[src/rtl/adam_pause_ctrl.sv]
// rtl/adam_pause_ctrl.sv - ordered pause/resume handshake sequencer for downstream targets
module adam_pause_ctrl #(
    parameter int NO_TARGETS = 4,
    parameter int TIMEOUT    = 255,
    localparam int IW        = (NO_TARGETS > 1) ? $clog2(NO_TARGETS) : 1
) (
    input  logic                  clk,
    input  logic                  rst_n,
    input  logic                  in_req,
    output logic                  in_ack,
    output logic [NO_TARGETS-1:0] out_req,
    input  logic [NO_TARGETS-1:0] out_ack,
    output logic                  busy,
    output logic                  timeout_err,
    output logic [IW-1:0]         err_idx
);

    // cnt only needs to reach TIMEOUT; a zero TIMEOUT keeps a 1-bit counter pinned at 0
    localparam int              CW       = (TIMEOUT > 0) ? $clog2(TIMEOUT + 1) : 1;
    localparam logic [CW-1:0]   CNT_MAX  = CW'(TIMEOUT);
    localparam logic [IW-1:0]   IDX_LAST = IW'(NO_TARGETS - 1);

    typedef enum logic [1:0] {
        IDLE,
        PAUSING,
        PAUSED,
        RESUMING
    } state_t;

    state_t                state, state_n;
    logic [IW-1:0]         idx, idx_n;
    logic [CW-1:0]         cnt, cnt_n;
    logic [NO_TARGETS-1:0] out_req_n;
    logic                  in_ack_n;
    logic                  busy_n;
    logic                  timeout_err_n;
    logic [IW-1:0]         err_idx_n;
    logic                  ack_cur;

    // acknowledge of the target currently being handshaked; all others are ignored
    always_comb begin
        ack_cur = 1'b0;
        for (int i = 0; i < NO_TARGETS; i++) begin
            if (idx == IW'(i)) begin
                ack_cur = out_ack[i];
            end
        end
    end

    // sequence control: walk targets upward to pause, downward to resume, track deadlines
    always_comb begin
        state_n       = state;
        idx_n         = idx;
        cnt_n         = cnt;
        timeout_err_n = timeout_err;
        err_idx_n     = err_idx;

        case (state)
            IDLE: begin
                if (in_req) begin
                    state_n = PAUSING;
                    idx_n   = '0;
                    cnt_n   = '0;
                end
            end
            PAUSING: begin
                if (ack_cur) begin
                    cnt_n = '0;
                    if (idx == IDX_LAST) begin
                        state_n = PAUSED;
                    end else begin
                        idx_n = idx + 1'b1;
                    end
                end else if (cnt != CNT_MAX) begin
                    cnt_n = cnt + 1'b1;
                end
            end
            PAUSED: begin
                if (!in_req) begin
                    state_n = RESUMING;
                    idx_n   = IDX_LAST;
                    cnt_n   = '0;
                end
            end
            RESUMING: begin
                if (!ack_cur) begin
                    cnt_n = '0;
                    if (idx == '0) begin
                        state_n = IDLE;
                    end else begin
                        idx_n = idx - 1'b1;
                    end
                end else if (cnt != CNT_MAX) begin
                    cnt_n = cnt + 1'b1;
                end
            end
            default: begin
                state_n = IDLE;
                idx_n   = '0;
                cnt_n   = '0;
            end
        endcase

        // the first missed deadline is latched; the sequence itself keeps waiting
        if ((TIMEOUT != 0) && ((state == PAUSING) || (state == RESUMING)) &&
            (cnt == CNT_MAX) && !timeout_err) begin
            timeout_err_n = 1'b1;
            err_idx_n     = idx;
        end

        in_ack_n = (state_n == PAUSED) || (state_n == RESUMING);
        busy_n   = (state_n == PAUSING) || (state_n == RESUMING);

        // requests form a thermometer: targets below idx are held, idx itself follows direction
        out_req_n = '0;
        for (int i = 0; i < NO_TARGETS; i++) begin
            out_req_n[i] = (state_n == PAUSED) ||
                           ((state_n == PAUSING)  && (IW'(i) <= idx_n)) ||
                           ((state_n == RESUMING) && (IW'(i) <  idx_n));
        end
    end

    // registered state and outputs; reset drops every request immediately
    always_ff @(posedge clk or negedge rst_n) begin
        if (!rst_n) begin
            state       <= IDLE;
            idx         <= '0;
            cnt         <= '0;
            out_req     <= '0;
            in_ack      <= 1'b0;
            busy        <= 1'b0;
            timeout_err <= 1'b0;
            err_idx     <= '0;
        end else begin
            state       <= state_n;
            idx         <= idx_n;
            cnt         <= cnt_n;
            out_req     <= out_req_n;
            in_ack      <= in_ack_n;
            busy        <= busy_n;
            timeout_err <= timeout_err_n;
            err_idx     <= err_idx_n;
        end
    end

endmodule
[config.mk]
export PLATFORM = sky130hd
export DESIGN_NAME = adam_pause_ctrl
export DESIGN_NICKNAME = d
export VERILOG_FILES = /design/src/rtl/adam_pause_ctrl.sv
export SDC_FILE = /design/constraint.sdc
export NUM_CORES = 1
export LEC_CHECK = 0
export ABC_AREA = 1
export CELL_PAD_IN_SITES_DETAIL_PLACEMENT = 1
export CELL_PAD_IN_SITES_GLOBAL_PLACEMENT = 1
export CORE_ASPECT_RATIO = 0.9
export CORE_MARGIN = 1.5
export CORE_UTILIZATION = 30
export DETAILED_ROUTE_END_ITERATION = 6
export HOLD_SLACK_MARGIN = 0.03
export PLACE_DENSITY_LB_ADDON = 0.1
export REMOVE_ABC_BUFFERS = 1
export SYNTH_ARGS = -nofsm -noshare
export SYNTH_HDL_FRONTEND = slang
export SYNTH_SLANG_ARGS = --single-unit
[constraint.sdc]
create_clock -name clk -period 2.5 [get_ports clk]
set_clock_uncertainty 0.2 [all_clocks]
set_input_delay 0.5 -clock clk [delete_from_list [all_inputs] [get_ports clk]]
set_output_delay 0.5 -clock clk [all_outputs]
set_load 0.05 [all_outputs]
==> results.toml <==
[clocking]
cts-root-buf = "clkbuf_8"
htreeDepth = 1
cts_hold_buf = 0
ctsResizeCount = 0
cts_setup_buffers = 0
clkLatencyLatePin_ps = 260
cts_tree = "yes"
numCtsBuffers = 3
path_clk_slew_ps = 80
cts.path.max_buffers = 2
cts.sinks = 20

[sta]
layout_setup_ws_ps = 185
relSlewSlack_pct = 66.7
rsz0062_at_grt = "no"
hold_violations = 0
min_period_ps = 2320
holdWs_ps = 285
fin_crit_sh_pct = 92.6
max_freq_mhz = 432
drv_slew = 0
max_slew.worst_pin.slew_ps = 498
final.setup.tns_ps = 0
finalSetupViolations = 0

[global_routing]
grt_pass1_wl_um = 4880
grt_antenna_before_repair = 0
grt_pass1_vias = 1067
grt_usage_pct = 15.6
gr-total-overflow = 0
grt_max_degree = 21

[floorplan]
coreArea_sq_um = 3700
rows = 21
die-area_sq_um = 4220
die_h_um = 61.8
pin_count = 16
initial_utilization_pct = 31.1
die_width_um = 68.3

[routing]
wl_per_cell_um = 13.2
top_layer = "met4"
vias = 1041
wirelength_um = 2880
drc = 0
wl_met1_um = 1400
vias_per_cell = 4.75
dr.pass1.iters = 4
first_iter_violations = 19
met2_length_um = 1390
met3_wirelength_um = 80
antenna_left = 0

[power_and_ir_drop]
p_leak_nw = 0.701
power_density_nw_per_um2 = 1300
netSwitchingPower_mw = 0.904
power.total_mw = 1.92
peakVddDrop_mv = 0.516
p_comb_share_pct = 56.3
swShare_pct = 47.2
p_int_mw = 1.01
seqPwrFrac_pct = 26.6
power_frac_clock_pct = 17.1

[placement]
place_congestion = 0.756
dp.cells = 215
pre_cts_slack_ps = -28.1
io_buffer_count = 15
place_hpwl_um = 2270
placed_area_sq_um = 1410

[setup_path]
max_stage_delay_ps = 860
critPathTopFamily = "buffers and inverters"
worst_ep_arrival_time_ps = 1620
startpoint_type = "flip-flop"
critPathRequiredTime_ps = 1800
crit_type = "flip-flop to output port"
crit_fanout = 8
path_buf_inv = 1
slowest_stage = "clkdlybuf4s50_1"
endpoint_kind = "output port"
crit_chain = "clkdlybuf4s50_1"

[cells_and_area]
nets = 185
layout-drive-gt1-share_pct = 13.9
instances_no_fill = 219
final_cell_area_sq_um = 1480
area_growth_pct = 28.1
diodes = 0
fin_util_pct = 39.9

[yosys]
yosysTopAreaCellShare_pct = 43.4
yosys_register_bits = 20
ys_types = 25
yosys_warnings = 0
netlist_instances = 148
synth_area_leaders = "dfrtp_1, nand2_1, inv_1"
syn_avg_cell_area_sq_um = 7.79
yosys.area.top_type = "dfrtp_1"
yosysSeqAreaShare_pct = 43.4
netlist_area_sq_um = 1150

[worst_hold_path]
hold_class = "flip-flop to flip-flop"

[run_status]
status = "finished, final reports clean"

[job]
maxCapViolCount = 0
[path summary, 6_finish.rpt]
path                             from         end  slack, ps  depth (start not counted)
max                              busy        busy        180                          1
min                        err_idx[0]  err_idx[0]        280                          2
max reg2reg                      busy      in_ack        350                          9
min reg2reg                err_idx[0]  err_idx[0]        280                          2
max in group asynchronous       rst_n      idx[1]       1510                          2
min in group asynchronous       rst_n  err_idx[1]        370                          2
[cell families after synthesis]
| kind of cell | Yosys count | share of synthesized area, % |
|---|---|---|
| xor gates and xnor gates | 3 | 2.28 |
| buffers and inverters | 23 | 7.49 |
| DFF | 20 | 43.4 |
| and+or+nand+nor | 72 | 29.5 |
| adders and majority gates | 4 | 4.34 |
| AOI/OAI and AO/OA | 26 | 12.9 |
[power groups by stage]
stage               logic, mW  registers (mW)  clock network, mW
global route             1.22           0.524              0.354
CTS                      1.11           0.510              0.337
global placement         1.08           0.516                  0
detailed placement       1.10           0.516                  0
finish                   1.08           0.510              0.328
floorplan               0.603           0.667                  0
[worst min-delay path, delay by kind of cell (launching register included)]
family | cells | cell delay (ps)
DFF | 1 | 350
AOI/OAI and AO/OA | 1 | 50
and+or+nand+nor | 1 | 50
[cell usage in the layout, fill, tap and decap left out, types with 2 or more instances in the layout]
cell	n
o21ai_0	10
xor2_1	2
nand2_2	2
nand4_1	3
a21oi_1	4
nor2_2	3
a31oi_1	3
nor2_1	11
clkbuf_8	3
nand3_1	14
o21ai_1	2
o22ai_1	4
ha_1	4
dfrtp_1	20
nand3_2	2
inv_2	3
buf_4	6
clkdlybuf4s50_1	15
inv_1	20
nand2_1	33
[flip-flops by register name (all words and copies together) (netlist names)]
name / count
busy: 1
in_ack: 1
out_req: 4
state: 1
err_idx: 2
timeout_err: 1
idx: 2
cnt: 8
[final cells by class]
class                           instances  area (sq um)
Timing Repair Buffer                   21           195
Fill cell                             457          2230
Clock buffer                            3          41.3
Tap cell                               46          57.6
Clock inverter                          1          30.0
Sequential cell                        20           500
Inverter                               23          86.3
Multi-Input combinational cell        105           566
[cells in the mapped netlist]
| cell type | number |
|---|---|
| nor3_1 | 1 |
| dfrtp_1 | 20 |
| nor2_1 | 11 |
| a31oi_1 | 3 |
| a22o_1 | 1 |
| inv_1 | 20 |
| a21oi_2 | 1 |
| nor2_4 | 1 |
| nand4_1 | 3 |
| nand3_2 | 2 |
| o22ai_1 | 4 |
| inv_2 | 3 |
| ha_1 | 4 |
| o21ai_1 | 2 |
| o21bai_1 | 1 |
| o21ai_0 | 10 |
| nand2_1 | 33 |
| nor2_2 | 3 |
| a21oi_1 | 4 |
| or2_2 | 1 |
| nand4_2 | 1 |
| nand3_1 | 14 |
| xor2_1 | 2 |
| xnor2_1 | 1 |
| nand2_2 | 2 |
[metal layers]
layer | vias to the layer above | GRT usage, %
met2 | 12 | 27.2
met3 | 2 | 4.32
met4 | 0 | 3.43
met1 | 491 | 19.5
li1 | 536 | -
met5 | - | 0
(Power assumes the default switching activity.)
